File: src/rtl/dmem_arbiter.sv
// Arbitrates the single-port data memory between the core load/store path and a DMA burst port.
// Optional macro DMEM_ARB_PERF_EN adds saturating stall/word counters on perf_* outputs.
module dmem_arbiter #(
  parameter int ADDR_W    = 5,
  parameter int LEN_W     = 6,
  parameter int MAX_STALL = 4
) (
  input  logic              clk,
  input  logic              rst,
  input  logic              core_req,
  input  logic              core_we,
  input  logic [ADDR_W-1:0] core_addr,
  input  logic [31:0]       core_wdata,
  output logic [31:0]       core_rdata,
  output logic              core_stall,
  input  logic              dma_start,
  input  logic              dma_we,
  input  logic [ADDR_W-1:0] dma_base,
  input  logic [LEN_W-1:0]  dma_len,
  input  logic [31:0]       dma_wdata,
  output logic              dma_wdata_pop,
  output logic [31:0]       dma_rdata,
  output logic              dma_rdata_valid,
  output logic              dma_busy,
  output logic              dma_done,
  output logic [31:0]       mem_address,
  output logic [31:0]       mem_write_data,
  output logic              mem_Memwrite,
  output logic              mem_Memread,
  input  logic [31:0]       mem_read_data,
  output logic [15:0]       perf_core_stalls,
  output logic [15:0]       perf_dma_words
);

  typedef enum logic [1:0] {IDLE, BURST, DONE} state_t;

  localparam logic [3:0] STALL_LIM = 4'(MAX_STALL);

  state_t            state, state_nxt;
  logic [ADDR_W-1:0] base_q;
  logic [LEN_W-1:0]  len_q, idx_q;
  logic              we_q;
  logic [3:0]        stall_cnt;
  logic              dma_slot, core_gnt, last_word;
  logic [ADDR_W-1:0] dma_addr;

  // A pending burst takes any idle slot, or steals one once the core has won MAX_STALL in a row.
  assign dma_slot  = (state == BURST) && (!core_req || stall_cnt == STALL_LIM);
  assign core_gnt  = core_req && !dma_slot;
  assign dma_addr  = base_q + idx_q[ADDR_W-1:0];
  assign last_word = (idx_q == len_q - LEN_W'(1));

  always_comb begin
    state_nxt = state;
    case (state)
      IDLE:    if (dma_start) state_nxt = (dma_len == '0) ? DONE : BURST;
      BURST:   if (dma_slot && last_word) state_nxt = DONE;
      DONE:    state_nxt = IDLE;
      default: state_nxt = IDLE;
    endcase
  end

  always_ff @(posedge clk or posedge rst) begin
    if (rst) begin
      state     <= IDLE;
      base_q    <= '0;
      len_q     <= '0;
      we_q      <= 1'b0;
      idx_q     <= '0;
      stall_cnt <= '0;
      dma_busy  <= 1'b0;
      dma_done  <= 1'b0;
    end else begin
      state    <= state_nxt;
      dma_busy <= (state_nxt == BURST);
      dma_done <= (state_nxt == DONE);
      if (state == IDLE && dma_start) begin
        base_q <= dma_base;
        len_q  <= dma_len;
        we_q   <= dma_we;
        idx_q  <= '0;
      end else if (dma_slot) begin
        idx_q <= idx_q + LEN_W'(1);
      end
      // In BURST a non-DMA cycle is always a core win, and the cap forces a slot before overflow.
      stall_cnt <= (state == BURST && !dma_slot) ? stall_cnt + 4'd1 : 4'd0;
    end
  end

  always_comb begin
    mem_address     = '0;
    mem_write_data  = '0;
    mem_Memwrite    = 1'b0;
    mem_Memread     = 1'b0;
    core_rdata      = '0;
    dma_rdata       = '0;
    dma_rdata_valid = 1'b0;
    dma_wdata_pop   = 1'b0;
    core_stall      = core_req && dma_slot;
    if (core_gnt) begin
      mem_address    = 32'(core_addr);
      mem_write_data = core_wdata;
      mem_Memwrite   = core_we;
      mem_Memread    = !core_we;
      core_rdata     = mem_read_data;
    end else if (dma_slot) begin
      mem_address    = 32'(dma_addr);
      mem_write_data = dma_wdata;
      mem_Memwrite   = we_q;
      mem_Memread    = !we_q;
      dma_wdata_pop  = we_q;
      if (!we_q) begin
        dma_rdata       = mem_read_data;
        dma_rdata_valid = 1'b1;
      end
    end
  end

`ifdef DMEM_ARB_PERF_EN
  always_ff @(posedge clk or posedge rst) begin
    if (rst) begin
      perf_core_stalls <= '0;
      perf_dma_words   <= '0;
    end else begin
      if (core_stall && perf_core_stalls != 16'hFFFF) perf_core_stalls <= perf_core_stalls + 16'd1;
      if (dma_slot && perf_dma_words != 16'hFFFF)     perf_dma_words   <= perf_dma_words + 16'd1;
    end
  end
`else
  assign perf_core_stalls = 16'h0000;
  assign perf_dma_words   = 16'h0000;
`endif

endmodule

File: config.mk
export PLATFORM = sky130hd
export DESIGN_NAME = dmem_arbiter
export DESIGN_NICKNAME = d
export VERILOG_FILES = /design/src/rtl/dmem_arbiter.sv
export SDC_FILE = /design/constraint.sdc
export NUM_CORES = 1
export LEC_CHECK = 0
export CORE_AREA = 2 2 112 114
export CTS_BUF_LIST = sky130_fd_sc_hd__clkbuf_2
export CTS_CLUSTER_DIAMETER = 100
export DETAILED_ROUTE_END_ITERATION = 8
export DIE_AREA = 0 0 114 116
export PLACE_DENSITY = 0.73
export SLEW_MARGIN = 10
export SYNTH_ARGS = -nofsm -noshare
export SYNTH_HDL_FRONTEND = slang
export SYNTH_SLANG_ARGS = --single-unit
File: constraint.sdc
create_clock -name clk -period 6.2 [get_ports clk]
set_clock_uncertainty 0.1 [all_clocks]
set_input_delay 1.24 -clock clk [delete_from_list [all_inputs] [get_ports clk]]
set_output_delay 1.24 -clock clk [all_outputs]
set_load 0.01 [all_outputs]
==> impl_metrics.yaml <==
synth:
  yosysWarnings: 0
  syn_area_per_cell_um2: 7.43
  async_reset_ff_frac: 1.00
  yosysUniqueCellTypes: 39
  yosysSeqAreaShare: 0.227
  synth_area_mm2: 0.00287
  ys_seq_elements: 26
  synth_edf_count: 0
  synth_ff_type: "dfrtp_1"
  synthCells: 386
floorplan:
  std_cell_rows: 40
  io_pins: 285
  initial_core_util: 0.241
  dieWidth_um: 114
  core_region_area_mm2: 0.0119
  die-height_um: 116
  dieArea_mm2: 0.0132
sta:
  fin_ws_ns: 1.28
  hold_violations: 0
  post-route-period-util: 0.793
  grt_setup_unrepaired: "false"
  slew_violations: 0
  final.setup.tns_ns: 0
  period_minus_slack_ns: 4.92
  fin_hold_ws_ns: 0.409
  setup_viol: 0
  max_freq_mhz: 203
  slew_headroom: 0.347
  worst_pin_slew_ns: 0.978
cts:
  insertion_delay_ns: 0.37
  cts.sinks: 26
  path_clk_slew_ns: 0.26
  hold_buffers: 0
  post_cts_resized: 0
  cts_root_buf: "clkbuf_2"
  cts_htree_levels: 1
  cts_setup_buffers: 0
  clockBufferDepth: 2
  cts_buffers: 3
  cts_tree: "built"
finish:
  diodes: 0
  final_util: 0.422
  fillers: 1174
  syn_to_final_growth_pct: 75.3
  design_area_mm2: 0.00503
  layout-drive-gt1-share: 0.0422
  fin_nets: 720
power_and_ir_drop:
  p_int_uw: 837
  power_frac_comb: 0.706
  power.switching_uw: 611
  ir_drop_v: 0.000250
  cellLeakagePower_nw: 2.31
  sequentialPowerShare: 0.219
  power_frac_clock: 0.075
  sw_frac_of_total: 0.422
  power_per_cell_area_mw_per_mm2: 288
global_routing:
  grt_overflow: 0
  grt_max_degree: 79
  antenna_found_initial: 1
  grt_pass1_wl_mm: 14.7
  grt_pass1_vias: 2935
  track_usage: 0.134
worst_setup_path:
  cp_slowest_cell: "a211o_4"
  path_class: "primary input to primary output"
  crit_path_start_kind: "primary input"
  reg2reg_from: "stall_cnt[0]"
  end_kind: "primary output"
  slowest_delay_ns: 0.65
  crit_fanout: 78
  reg2reg_to: "dma_busy"
  crit_chain: "buf_2, a211o_4, nor2_4, and2_1, clkdlybuf4s50_1"
  cp_data_arrival_time_ns: 3.58
  crit_required_ns: 4.86
  r2r_slack_ns: 3.94
  reg2regPathDepth: 6
flow_run:
  max-cap-violations: 0
worst_hold_path:
  hp-start: "stall_cnt[0]"
  holdPathEnd: "stall_cnt[0]"
  hold_path_class: "flip-flop to flip-flop"
  hold_depth: 1
routing:
  drc: 0
  vias: 3186
  avgRoutedWirePerCell_um: 13.9
  drtIter0Drc: 153
  routed_wl_mm: 10.3
  ant_nets: 0
  viasPerCell: 4.31
  first_pass_iters: 4
place:
  dp_hpwl_mm: 8.27
  placed_cell_area_mm2: 0.00498
  gp_congestion: 0.762
  dp_slack_ns: 1.34
  io_buffers: 225
outcome:
  status: "finished clean"
[sequential cells by signal, summed over array words and instances, names as in the netlist]
signal / count
idx_q: 6
len_q: 6
base_q: 5
stall_cnt: 4
state: 2
dma_busy: 1
dma_done: 1
we_q: 1
[critical path: cells and delay by family]
kind                   cells  cell delay, ns
buffers and inverters      2            0.81
AND/OR/NAND/NOR            2            0.79
AO/OA/AOI/OAI              1            0.65
[synth_stat cells, types with 2 or more instances]
master,instances,area share
clkbuf_1,8,0.010
buf_1,4,0.0052
inv_1,8,0.010
a21oi_1,6,0.010
nand3_1,38,0.066
xor2_1,10,0.031
o2bb2ai_1,2,0.0061
and2_1,34,0.074
o21ai_0,2,0.0035
mux2_2,10,0.039
ha_1,8,0.035
and3_1,33,0.072
nand4_1,2,0.0044
buf_2,6,0.010
dfrtp_1,26,0.23
a21o_1,2,0.0052
clkbuf_2,2,0.0035
nand2_1,79,0.10
o21ai_1,3,0.0052
a311oi_1,2,0.0061
buf_4,63,0.16
nor2_1,12,0.016
xnor2_1,9,0.027
nor3_1,2,0.0035
[placed cells by master, fill, tap and decap left out, drive strengths merged]
cell type      count
and2              34
o21ai              5
a211o              1
nor4               2
fa                 1
buf                4
ha                 8
nand4              2
nor3               2
nor3b              1
nand3             38
conb              59
dfrtp             26
and3              33
a31o               1
a31oi              1
mux2              10
o22ai              1
o2bb2ai            2
nor2              13
nand2             79
nand3b             1
a211oi             1
nand4b             1
xor2              10
clkbuf             3
clkdlybuf4s50    224
bufinv             1
mux2i              1
a311oi             2
xnor2              9
a21oi              6
a21o               2
inv                8
[layer usage]
| layer | GRT usage | share of wire | vias up |
|---|---|---|---|
| met3 | 0.0267 | 0.081 | 12 |
| met1 | 0.166 | 0.40 | 1461 |
| met4 | 0.0220 | 0.0094 | 2 |
| met2 | 0.245 | 0.51 | 152 |
| met5 | 0 | 0.0013 | - |
| li1 | - | - | 1559 |
[area by class of cell]
| type | count | area (um2) | share of cell area |
|---|---|---|---|
| Timing Repair Buffer | 228 | 2270 | 0.451 |
| Inverter | 8 | 30.0 | 0.00597 |
| Multi-Input combinational cell | 326 | 1850 | 0.368 |
| Tap cell | 147 | 184 | 0.0366 |
| Clock buffer | 3 | 15.0 | 0.00299 |
| Clock inverter | 1 | 30.0 | 0.00597 |
| Sequential cell | 26 | 651 | 0.129 |
[logic make-up after synthesis]
group	count (synthesis)	share of synthesized area
and+or+nand+nor	206	0.366
muxes	11	0.0428
adders and majority gates	9	0.0419
AOI/OAI and AO/OA	22	0.0545
buffers and inverters	92	0.209
DFF	26	0.227
xor gates and xnor gates	19	0.0580
other	1	0.00131
[worst max-delay path by stage]
stage	start	cells after the start	end
finish	core_req	5	dma_rdata[3]
global route	core_req	5	dma_rdata[19]
CTS	core_req	5	dma_rdata[19]
detailed placement	core_req	5	dma_rdata[8]
global placement	core_req	5	dma_rdata[6]
floorplan	core_req	4	mem_Memread
[through the flow]
step	instances	total power, mW
after global routing	739	1.56
after floorplan	444	0.908
final	739	1.45
after global placement	735	1.32
after CTS	739	1.46
after detailed placement	735	1.35
[power groups by stage]
stage	Sequential, mW	Combinational (mW)	Clock (mW)
2_1_floorplan	0.302	0.606	0
3_3_place_gp	0.318	1.01	0
3_5_place_dp	0.323	1.03	0
4_1_cts	0.318	1.04	0.110
5_1_grt	0.330	1.11	0.118
6_report	0.317	1.02	0.109
No activity file was read; power rests on OpenSTA's default activity.
